**src/rtl/uart_tx_arbiter.sv**
```systemverilog
// Round-robin scheduler sharing one UART TX engine among NUM_REQ byte sources,
// with bounded burst locking and a tx_done watchdog.
module uart_tx_arbiter #(
    parameter int unsigned NUM_REQ     = 4,
    parameter int unsigned MAX_BURST   = 4,
    parameter int unsigned TIMEOUT_CYC = 200000
) (
    input  logic                       clk,
    input  logic                       rst,
    input  logic [NUM_REQ-1:0]         req_valid,
    input  logic [8*NUM_REQ-1:0]       req_data,
    input  logic [NUM_REQ-1:0]         req_lock,
    output logic [NUM_REQ-1:0]         req_ready,
    output logic                       tx_start,
    output logic [7:0]                 tx_data,
    input  logic                       tx_done,
    output logic                       busy,
    output logic [$clog2(NUM_REQ)-1:0] owner,
    output logic                       err_timeout
);

    localparam int unsigned OwnerW = $clog2(NUM_REQ);
    localparam int unsigned BurstW = $clog2(MAX_BURST) + 1;
    localparam int unsigned WdW    = $clog2(TIMEOUT_CYC);

    typedef enum logic [1:0] {StIdle, StGrant, StStart, StWaitDone} state_e;

    state_e              state_q, state_d;
    logic [OwnerW-1:0]   owner_q, owner_d;
    logic [OwnerW-1:0]   rr_q, rr_d;
    logic [BurstW-1:0]   burst_q, burst_d;
    logic [WdW-1:0]      wd_q, wd_d;
    logic [7:0]          tx_data_q, tx_data_d;
    logic [NUM_REQ-1:0]  req_ready_q, req_ready_d;
    logic                tx_start_q;
    logic                busy_q;

    logic                pick_found;
    logic [OwnerW-1:0]   pick_idx;
    logic [OwnerW-1:0]   cand;
    logic [7:0]          src_byte [NUM_REQ];

    function automatic logic [OwnerW-1:0] next_idx(input logic [OwnerW-1:0] i);
        if (i == OwnerW'(NUM_REQ - 1)) begin
            return '0;
        end
        return i + OwnerW'(1);
    endfunction

    always_comb begin
        for (int unsigned i = 0; i < NUM_REQ; i++) begin
            src_byte[i] = req_data[8*i +: 8];
        end
    end

    // First valid source at or after rr_q, wrapping modulo NUM_REQ.
    always_comb begin
        pick_found = 1'b0;
        pick_idx   = rr_q;
        cand       = rr_q;
        for (int unsigned k = 0; k < NUM_REQ; k++) begin
            cand = OwnerW'((32'(rr_q) + k) % NUM_REQ);
            if (!pick_found && req_valid[cand]) begin
                pick_found = 1'b1;
                pick_idx   = cand;
            end
        end
    end

    always_comb begin
        state_d     = state_q;
        owner_d     = owner_q;
        rr_d        = rr_q;
        burst_d     = burst_q;
        wd_d        = wd_q;
        tx_data_d   = tx_data_q;
        err_timeout = 1'b0;

        unique case (state_q)
            StIdle: begin
                if (pick_found) begin
                    owner_d = pick_idx;
                    burst_d = '0;
                    state_d = StGrant;
                end
            end
            StGrant: begin
                if (req_valid[owner_q]) begin
                    tx_data_d = src_byte[owner_q];
                    state_d   = StStart;
                end else begin
                    rr_d    = next_idx(owner_q);
                    burst_d = '0;
                    state_d = StIdle;
                end
            end
            StStart: begin
                wd_d    = '0;
                state_d = StWaitDone;
            end
            StWaitDone: begin
                wd_d = wd_q + WdW'(1);
                // A tx_done coinciding with watchdog expiry takes priority.
                if (tx_done) begin
                    if (req_lock[owner_q] && req_valid[owner_q] &&
                        burst_q < BurstW'(MAX_BURST - 1)) begin
                        burst_d = burst_q + BurstW'(1);
                        state_d = StGrant;
                    end else begin
                        burst_d = '0;
                        rr_d    = next_idx(owner_q);
                        state_d = StIdle;
                    end
                end else if (wd_q == WdW'(TIMEOUT_CYC - 1)) begin
                    err_timeout = 1'b1;
                    burst_d     = '0;
                    rr_d        = next_idx(owner_q);
                    state_d     = StIdle;
                end
            end
            default: state_d = StIdle;
        endcase

        req_ready_d = '0;
        if (state_d == StGrant) begin
            req_ready_d[owner_d] = 1'b1;
        end
    end

    always_ff @(posedge clk) begin
        if (rst) begin
            state_q     <= StIdle;
            owner_q     <= '0;
            rr_q        <= '0;
            burst_q     <= '0;
            wd_q        <= '0;
            tx_data_q   <= '0;
            req_ready_q <= '0;
            tx_start_q  <= 1'b0;
            busy_q      <= 1'b0;
        end else begin
            state_q     <= state_d;
            owner_q     <= owner_d;
            rr_q        <= rr_d;
            burst_q     <= burst_d;
            wd_q        <= wd_d;
            tx_data_q   <= tx_data_d;
            req_ready_q <= req_ready_d;
            tx_start_q  <= (state_d == StStart);
            busy_q      <= (state_d != StIdle);
        end
    end

    assign req_ready = req_ready_q;
    assign tx_start  = tx_start_q;
    assign tx_data   = tx_data_q;
    assign busy      = busy_q;
    assign owner     = owner_q;

endmodule

```
**config.mk**
```make
export PLATFORM = sky130hd
export DESIGN_NAME = uart_tx_arbiter
export DESIGN_NICKNAME = d
export VERILOG_FILES = /design/src/rtl/uart_tx_arbiter.sv
export SDC_FILE = /design/constraint.sdc
export NUM_CORES = 1
export LEC_CHECK = 0
export CORE_UTILIZATION = 50
export DETAILED_ROUTE_END_ITERATION = 10
export DONT_BUFFER_PORTS = 1
export HOLD_SLACK_MARGIN = 0.03
export SLEW_MARGIN = 20
export SYNTH_ARGS = -nofsm -noshare
export SYNTH_HDL_FRONTEND = slang
export SYNTH_SLANG_ARGS = --single-unit
```
**constraint.sdc**
```tcl
create_clock -name clk -period 5.85 [get_ports clk]
set_clock_uncertainty 0.15 [all_clocks]
set_input_delay 1.17 -clock clk [delete_from_list [all_inputs] [get_ports clk]]
set_output_delay 1.17 -clock clk [all_outputs]
set_load 0.02 [all_outputs]
```
==> run summary, run 1 <==
status = finished clean
top_reg_cell synth = dfxtp_1
area fraction of the dominant cell type after synthesis = 38.3%
met2 Track Usage GR = 33.3%
most common cell in the synthesized netlist = dfxtp_1
Post-Syn Area = 2150 µm²
CTS sink count = 41
Synth top cells by count = 41 x dfxtp_1, 30 x nor2_1, 13 x nand3_1
RSZ-0062 raised after global routing = no
crit path launch = wd_q[14]
Die Wd = 67.5 µm
core area = 4060 µm²
maximum ir drop on the vdd rail = 202 µV
setup tns final = 0 ns
crit path DAT = 2.06 ns
drt first pass iters = 4
TritonCTS Buffers = 5
GRT Residual Overflow = 0
Synth Warn # = 0
Skew-Pair Late Insertion Delay = 0.29 ns
vias in the first global route = 1495
Comb power frac = 17.1%
Final Non-Filler Cells = 265
Cells after Synth = 218
GP Congestion = 0.732
share of cells above drive strength 1 = 14.0%
Layout Area Growth over Synthesis = 4.43%
Max-slew headroom = 35.6%
largest net degree at the start of global routing = 24
Net Count, Synth = 264
Startpoint Class = register
Pwr Density = 300 nW/µm²
Tot GR Track Use = 18.8%
DP Cell Count = 258
min-delay src = wd_q[1]
RR Startpoint = owner[0]
io pins = 60
Final nets = 261
Slew Viols, Final = 0
switching power of the nets = 0.188 mW
top cells by area, synth = dfxtp_1 38%, mux4_2 9.4%, nor2_1 5.2%, mux2i_1 4.2%, xor2_1 3.3%
P_int = 0.484 mW
fin crit period = 3.38 ns
Critical Setup Path Class = register to output pin
Hold Crit Class = register to register
wire per inst = 15.5 µm
endpoints failing setup = 0
ys async rst share = 0%
count of input and output buffers = 0
CTS tree = built
maximum fanout along the worst path = 5
Antenna Cells = 0
Reg power frac = 50.8%
met3 GRT Util = 5.24%
die area = 4560 µm²
hold slack final = 0.332 ns
#FFs+latches synth = 41
antenna viol nets, final = 0
CTS resizes = 0
dpl hpwl = 3140 µm
DR vias = 1603
power share of the clock group = 32.1%
Slew @ Worst Pin = 0.965 ns
Post-synth EDFFs = 0
# hold bufs at CTS = 0
Bufs on Longest Clock Path = 2
drt via density = 6.05
DR iter-0 viols = 56
CP Capture Type = output pin
switching portion of total power = 28.0%
Die Span Y = 67.5 µm
fill cell count = 376
sequential share of the synthesized area = 38.3%
Initial Util = 52.9%
GRT busiest layer = met2
setup ws final = 2.47 ns
Clock Pin Slew Worst Setup and Hold Paths = 0.08 ns
std cell rows = 23
MaxCap Viol Count = 0
count of different cell masters after synthesis = 54
Fmax = 0.296 GHz
cell taking the most area after synthesis = dfxtp_1
period utilisation layout = 57.8%
Clock Tree Root = clkbuf_8
H-Tree Depth = 2
drt total wl = 4110 µm
Fin. Hold Viols = 0
antenna violations before repair = 0
Syn Area/Cell = 9.84 µm²
critical path required time = 4.53 ns
reg-to-reg slack, setup = 2.88 ns
met1 GRT Util = 21.6%
static leakage = 0.834 nW
DRC Markers = 0
Post-CTS Setup Inserts = 0
first-pass GRT wire length = 6440 µm
dpl ws = 2.79 ns
-- cell usage in the layout (no fill, tap or decap), types with 5 or more instances in the layout --
cell,netlist,final
dfxtp_1,41,41
xnor2_1,5,5
nand3_1,13,13
inv_1,6,6
xor2_1,8,8
o21ai_0,5,5
nand2_1,9,9
mux2i_1,9,9
nor2_1,30,30
nor3_1,7,7
nand2b_1,5,5
mux4_2,9,9
a21oi_1,7,7
clkbuf_8,0,5
-- cell families (layout without fill, tap and decap cells) --
| kind of cell | after synthesis | in the layout | synth area share, % |
|---|---|---|---|
| multiplexers | 20 | 20 | 14.9 |
| buffers and inverters | 16 | 13 | 4.37 |
| AO/OA/AOI/OAI | 32 | 32 | 12.1 |
| AND/OR/NAND/NOR | 93 | 93 | 23.4 |
| adder cells (fa/ha/maj) | 3 | 3 | 1.75 |
| XOR/XNOR | 13 | 13 | 5.31 |
| flip-flops | 41 | 41 | 38.3 |
-- layout make-up --
type | count | area (µm²) | share of cell area [%]
multi-input combinational | 161 | 1230 | 54.9
sequential | 41 | 821 | 36.6
tap | 50 | 62.6 | 2.79
clock inverter | 2 | 35.0 | 1.56
inverter | 6 | 22.5 | 1.01
clock buffer | 5 | 68.8 | 3.07
-- sequential cells by signal (all words and copies together) (netlist names) --
register and count:
wd_q 18, tx_data 8, req_ready 4, burst_q 3, owner 2, rr_q 2, state_q 2, busy 1
tx_start 1
-- stage by stage --
stage / total power, mW / area [µm²] / util, %
after floorplan: 0.452 / 2150 / -
after global placement: 0.461 / 2140 / 52.7
after detailed placement: 0.463 / 2140 / 52.7
after CTS: 0.678 / 2240 / 55.2
after global routing: 0.706 / 2240 / 55.2
final: 0.672 / 2240 / 55.2
-- power by group through the flow --
stage	registers, mW	clock network [mW]	logic, mW
floorplan	0.331	0	0.121
global placement	0.348	0	0.113
detailed placement	0.349	0	0.115
CTS	0.342	0.220	0.115
global route	0.346	0.236	0.125
finish	0.342	0.216	0.115
-- worst max-delay path, stage by stage, from the launching register on --
cell and delay [ns]:
dfxtp_1 0.36, or4_4 0.54, nor3_4 0.22, nand2_1 0.07, nor3_1 0.59
-- final timing paths --
kind | depth (start not counted) | end
max | 4 | err_timeout
min | 2 | wd_q[1]
max reg2reg | 5 | burst_q[0]
min reg2reg | 2 | wd_q[1]
-- per-layer routing --
metal / vias up / part of all wire, %
li1: 788 / -
met4: 0 / 1.4
met5: - / 0
met3: 9 / 5.5
met2: 43 / 51
met1: 763 / 42
Note: power is estimated with default switching activity, not from simulation.
==> inputs of run 2 (changes only) <==
PLACE_DENSITY = 0.68   (was unset)
clock period = 3 ns   (was 5.85 ns; I/O delays follow)
==> run summary, run 2 (synthesis gave the netlist of run 1 again) <==
Post-CTS Setup Inserts = 0 (unchanged)
Final nets = 265 (+1.5%)
io pins = 60 (unchanged)
Startpoint Class = register
antenna viol nets, final = 0 (unchanged)
setup tns final = 0 ns (unchanged)
CTS resizes = 0 (unchanged)
Die Wd = 67.5 µm (unchanged)
drt first pass iters = 4 (unchanged)
static leakage = 0.857 nW (+2.8%)
wire per inst = 15.6 µm (+0.42%)
std cell rows = 23 (unchanged)
endpoints failing setup = 0 (unchanged)
Comb power frac = 19.4% (+2.3 points)
Fmax = 0.389 GHz
Bufs on Longest Clock Path = 2 (unchanged)
most common cell after layout, fill and taps aside = dfxtp_1
core area = 4060 µm² (unchanged)
area of the multi-input gates = 1230 µm² (unchanged)
count of input and output buffers = 0 (unchanged)
Largest register FFs = 18 (unchanged)
Antenna Cells = 0 (unchanged)
Slew Viols, Final = 0 (unchanged)
Clock Tree Root = clkbuf_8
Hold Crit Class = input pin to register
antenna violations before repair = 0 (unchanged)
fin crit period = 2.57 ns
DR vias = 1607 (+0.25%)
status = finished clean
hold slack final = 0.212 ns (-0.120 ns)
FF/Latch Area = 821 µm² (unchanged)
Max-slew headroom = 35.9% (+0.26 points)
drt total wl = 4200 µm (+2.3%)
maximum fanout along the worst path = 5 (unchanged)
DRC Markers = 0 (unchanged)
Post-DP Area = 2170 µm² (+1.4%)
largest net degree at the start of global routing = 24 (unchanged)
share of cells above drive strength 1 = 15.9% (+2.0 points)
Tot GR Track Use = 20.4% (+1.5 points)
CTS tree = built
GP Congestion = 0.873 (+19%)
Skew-Pair Late Insertion Delay = 0.29 ns (about the same)
Fin. Hold Viols = 0 (unchanged)
CTS sink count = 41 (unchanged)
Clock Pin Slew Worst Setup and Hold Paths = 0.08 ns (about the same)
die area = 4560 µm² (unchanged)
DR iter-0 viols = 78 (+39%)
Critical Setup Path Class = register to output pin
period utilisation layout = 85.8%
most flop-heavy register = wd_q
RR Startpoint = owner[1]
fill cell count = 372 (-1.1%)
Layout Area Growth over Synthesis = 6.59%
crit path DAT = 1.82 ns (-0.24 ns)
Endpoint, Worst Hold = wd_q[1]
Initial Util = 52.9% (unchanged)
min-delay src = rst
Pwr Density = 598 nW/µm² (+99%)
reg-to-reg slack, setup = 0.91 ns (-1.97 ns)
Hold Path Depth = 1 (-1)
number of cells on the worst reg-to-reg path = 6 (+1)
critical path required time = 2.25 ns (-2.28 ns)
drt via density = 5.95 (-1.6%)
RSZ-0062 raised after global routing = no
fin area = 2290 µm² (+2.1%)
FF-to-FF End = rr_q[0]
crit path launch = wd_q[14]
most frequent cells in the layout = 41 x dfxtp_1, 30 x nor2_1, 13 x nand3_1
Slew @ Worst Pin = 0.938 ns (-0.0268 ns)
MaxCap Viol Count = 0 (unchanged)
dpl hpwl = 3120 µm (-0.72%)
# hold bufs at CTS = 0 (unchanged)
vias in the first global route = 1521 (+1.7%)
P_int = 0.979 mW (+100%)
maximum ir drop on the vdd rail = 342 µV (+69%)
Reg power frac = 46.6% (-4.2 points)
CP Capture Type = output pin
power share of the clock group = 34.0% (+1.9 points)
GRT Residual Overflow = 0 (unchanged)
Die Span Y = 67.5 µm (unchanged)
H-Tree Depth = 2 (unchanged)
switching power of the nets = 0.388 mW (+110%)
switching portion of total power = 28.4% (+0.39 points)
TritonCTS Buffers = 5 (unchanged)
first-pass GRT wire length = 6840 µm (+6.2%)
-- run 2: cell types whose count changed in the layout (fill, tap and decap cells not counted) --
cell / previous run / this run
clkbuf_8: 5 / 6
clkinvlp_4: 0 / 1
clkinv_2: 1 / 0
buf_4: 0 / 4
-- run 2: worst max-delay path by stage --
stage,end,slack (ns),cells past startpoint
after floorplan,err_timeout,0.64,4
after global placement,err_timeout,0.75,5
after detailed placement,err_timeout,0.74,5
after CTS,err_timeout,0.41,5
after global routing,err_timeout,0.28,5
final,err_timeout,0.43,5
-- run 2: worst max-delay path, cell delays in order (launching register included) --
cell and delay [ns]:
dfxtp_1 0.36, or4_4 0.53, nor3_4 0.21, nand2_1 0.07, nor3_1 0.18, buf_4 0.17
-- run 2: cell type report --
class | count | share of cell area [%]
tap | 50 | 2.74
inverter | 6 | 0.985
sequential | 41 | 35.9
timing repair buffer | 4 | 1.31
multi-input combinational | 161 | 53.8
clock buffer | 6 | 3.61
clock inverter | 2 | 1.64
-- run 2: power by group through the flow --
stage	registers (mW)	clock network (mW)	logic [mW]
after CTS	0.637	0.477	0.267
final	0.637	0.465	0.265
after detailed placement	0.650	0	0.265
after global routing	0.642	0.503	0.290
after floorplan	0.646	0	0.236
after global placement	0.649	0	0.265
-- run 2: through the flow --
| step | setup slack [ns] | utilization, % | instances | power [mW] |
|---|---|---|---|---|
| floorplan | 0.637 | - | 218 | 0.882 |
| global placement | 0.755 | 53.4 | 262 | 0.914 |
| detailed placement | 0.744 | 53.4 | 262 | 0.915 |
| CTS | 0.410 | 56.4 | 270 | 1.38 |
| global route | 0.282 | 56.4 | 270 | 1.44 |
| finish | 0.426 | 56.4 | 270 | 1.37 |
-- run 2: layer usage --
| metal | vias to the layer above | track usage [%] | wire, µm |
|---|---|---|---|
| met1 | 762 | 25.8 | 1920 |
| met4 | 0 | 9.04 | 61 |
| li1 | 788 | - | - |
| met3 | 6 | 6.59 | 262 |
| met2 | 51 | 31.4 | 1960 |
| met5 | - | 0 | 0 |
==> inputs of run 3 (changes only) <==
ABC_AREA = 1   (was unset)
==> run summary, run 3 <==
most flop-heavy register = wd_q
Syn Area/Cell = 6.44 µm² (-35%)
largest net degree at the start of global routing = 25 (+4.2%)
critical path required time = 2.25 ns (about the same)
Skew-Pair Late Insertion Delay = 0.29 ns (about the same)
cell taking the most area after synthesis = dfxtp_1
fill cell count = 495 (+33%)
GRT Residual Overflow = 0 (unchanged)
wire per inst = 11.7 µm (-25%)
Synth top cells by count = 103 x nand2_1, 54 x nor2_1, 41 x dfxtp_1, 30 x inv_1, 28 x o21ai_0
Synth Warn # = 0 (unchanged)
met3 GRT Util = 5.42% (-1.2 points)
Fin. Hold Viols = 0 (unchanged)
Antenna Cells = 0 (unchanged)
Net Count, Synth = 428 (+62%)
Max stage delay on crit path = 0.35 ns (-0.18 ns)
TritonCTS Buffers = 5 (unchanged)
drt first pass iters = 4 (unchanged)
Largest register FFs = 18 (unchanged)
std cell rows = 25 (+8.7%)
Final nets = 426 (+61%)
count of different cell masters after synthesis = 32 (-41%)
H-Tree Depth = 2 (unchanged)
maximum fanout along the worst path = 5 (unchanged)
MaxCap Viol Count = 0 (unchanged)
CTS tree = built
GRT busiest layer = met2
DRC Markers = 0 (unchanged)
Initial Util = 52.1% (-0.80 points)
Slew @ Worst Pin = 0.519 ns (-0.419 ns)
Tot GR Track Use = 21.3% (+0.89 points)
top_reg_cell synth = dfxtp_1
DR iter-0 viols = 63 (-19%)
CTS resizes = 0 (unchanged)
ys async rst share = 0% (unchanged)
most frequent cells in the layout = 103 x nand2_1, 54 x nor2_1, 41 x dfxtp_1, 30 x inv_1, 28 x o21ai_0
met1 GRT Util = 25.9% (+0.079 points)
setup ws final = 0.820 ns (+0.393 ns)
Hold Crit Class = input pin to register
io pins = 60 (unchanged)
most common cell in the synthesized netlist = nand2_1
Pwr Density = 939 nW/µm² (+57%)
Cells after Synth = 382 (+75%)
count of input and output buffers = 0 (unchanged)
dpl hpwl = 4010 µm (+29%)
drt total wl = 5230 µm (+25%)
RSZ-0062 raised after global routing = no
#FFs+latches synth = 41 (unchanged)
top cells by area, synth = dfxtp_1 33%, nand2_1 16%, nor2_1 8.2%, o21ai_0 5.7%, a21oi_1 4.9%
buffers plus inverters on the worst setup path = 0 (-1)
Bufs on Longest Clock Path = 2 (unchanged)
antenna viol nets, final = 0 (unchanged)
# hold bufs at CTS = 0 (unchanged)
area fraction of the dominant cell type after synthesis = 33.4% (-4.9 points)
cells along the critical path = ha_1 > nand2_1 > nor2_2 > and3_1
period utilisation layout = 72.7% (-13 points)
vias in the first global route = 2011 (+32%)
die area = 5200 µm² (+14%)
CP max-delay cell = dfxtp_1
static leakage = 1.14 nW (+33%)
endpoints failing setup = 0 (unchanged)
fin crit period = 2.18 ns (-0.393 ns)
CTS sink count = 41 (unchanged)
antenna violations before repair = 0 (unchanged)
status = finished clean
most common cell after layout, fill and taps aside = nand2_1
Max-slew headroom = 65.4% (+29 points)
maximum ir drop on the vdd rail = 666 µV (+95%)
Slew Viols, Final = 0 (unchanged)
CP Capture Type = output pin
Clock Pin Slew Worst Setup and Hold Paths = 0.07 ns (about the same)
drt via density = 5.19 (-13%)
Post-CTS Setup Inserts = 0 (unchanged)
DR vias = 2318 (+44%)
Die Wd = 72.1 µm (+6.9%)
core area = 4720 µm² (+16%)
GP Congestion = 0.833 (-4.6%)
delay-heaviest family, CP = simple AND/OR/NAND/NOR gates
dpl ws = 0.893 ns (+0.149 ns)
Critical Setup Path Class = register to output pin
Die Span Y = 72.1 µm (+6.9%)
Layout Area Growth over Synthesis = 5.90%
met2 Track Usage GR = 36.2% (+4.8 points)
Clock Tree Root = clkbuf_8
first-pass GRT wire length = 8680 µm (+27%)
share of cells above drive strength 1 = 12.6% (-3.3 points)
Post-Syn Area = 2460 µm² (+15%)
Fmax = 0.459 GHz (+18%)
sequential share of the synthesized area = 33.4% (-4.9 points)
setup tns final = 0 ns (unchanged)
Startpoint Class = register
crit path DAT = 1.43 ns (-0.39 ns)
Post-synth EDFFs = 0 (unchanged)
==> run 3: changes by cell type in the layout (fill, tap and decap cells not counted), moves of 8 or more <==
| cell | previous run | this run |
|---|---|---|
| inv_1 | 6 | 30 |
| nand2_1 | 9 | 103 |
| mux2i_1 | 9 | 0 |
| inv_2 | 0 | 8 |
| mux4_2 | 9 | 0 |
| o22ai_1 | 1 | 9 |
| o21ai_0 | 5 | 28 |
| nor2_1 | 30 | 54 |
| nand2_2 | 0 | 11 |
| a21oi_1 | 7 | 24 |
==> run 3: stage by stage <==
stage / hold WS [ns] / cell area, µm² / std cells / power [mW] / utilization, %
finish: 0.223 / 2610 / 447 / 2.45 / 55.2
global route: 0.199 / 2610 / 447 / 2.68 / 55.2
CTS: 0.204 / 2610 / 447 / 2.48 / 55.2
detailed placement: 0.305 / 2500 / 440 / 2.05 / 53.0
global placement: 0.317 / 2500 / 440 / 2.03 / 53.0
floorplan: 0.289 / 2460 / 382 / 1.85 / -
==> run 3: worst reg2reg max path, stage by stage (launching register included) <==
cell and delay [ns]:
dfxtp_1 0.59, inv_2 0.21, nand2_1 0.12, nand3_1 0.11, nand2_4 0.15, inv_1 0.08, nor2_4 0.10, nand3_2 0.09
nand2_1 0.07, nand3_1 0.09, nand2_2 0.10, nor2_1 0.05, nand2_1 0.05, inv_1 0.03
==> run 3: path summary, 6_finish.rpt <==
check	endpoint	slack (ns)	startpoint	cells after the start
setup / recovery	err_timeout	0.82	wd_q[1]	4
hold / removal	tx_data[7]	0.22	rst	1
setup reg to reg	req_ready[1]	0.90	rr_q[0]	13
hold reg to reg	burst_q[2]	0.31	burst_q[2]	2
==> run 3: cell type report <==
class	instances	area (µm²)	share of cell area, %
Tap cell	67	83.8	3.22
Inverter	38	143	5.48
Clock buffer	5	68.8	2.64
Timing Repair Buffer	3	22.5	0.865
Clock inverter	2	35.0	1.34
Multi-Input combinational cell	291	1430	54.9
Sequential cell	41	821	31.5
==> run 3: layer usage <==
metal	up-vias	wire, µm
met5	-	0
met4	0	31
met3	2	250
met2	42	2590
met1	1044	2360
li1	1230	-
==> run 3: logic make-up (layout without fill, tap and decap cells) <==
family                     after synthesis  in the layout  share of synthesized area [%]
buffers and inverters                   50             48                           8.44
adders and majority gates                3              3                           1.53
AOI/OAI and AO/OA                       69             69                           15.2
DFF                                     41             41                           33.4
and+or+nand+nor                        218            218                           41.1
xor gates and xnor gates                 1              1                          0.356
==> run 3: where the power goes <==
group          total [mW]  internal, mW  switching, mW
Clock               0.424         0.242          0.182
Combinational        1.19         0.383          0.809
Sequential          0.831         0.653          0.178
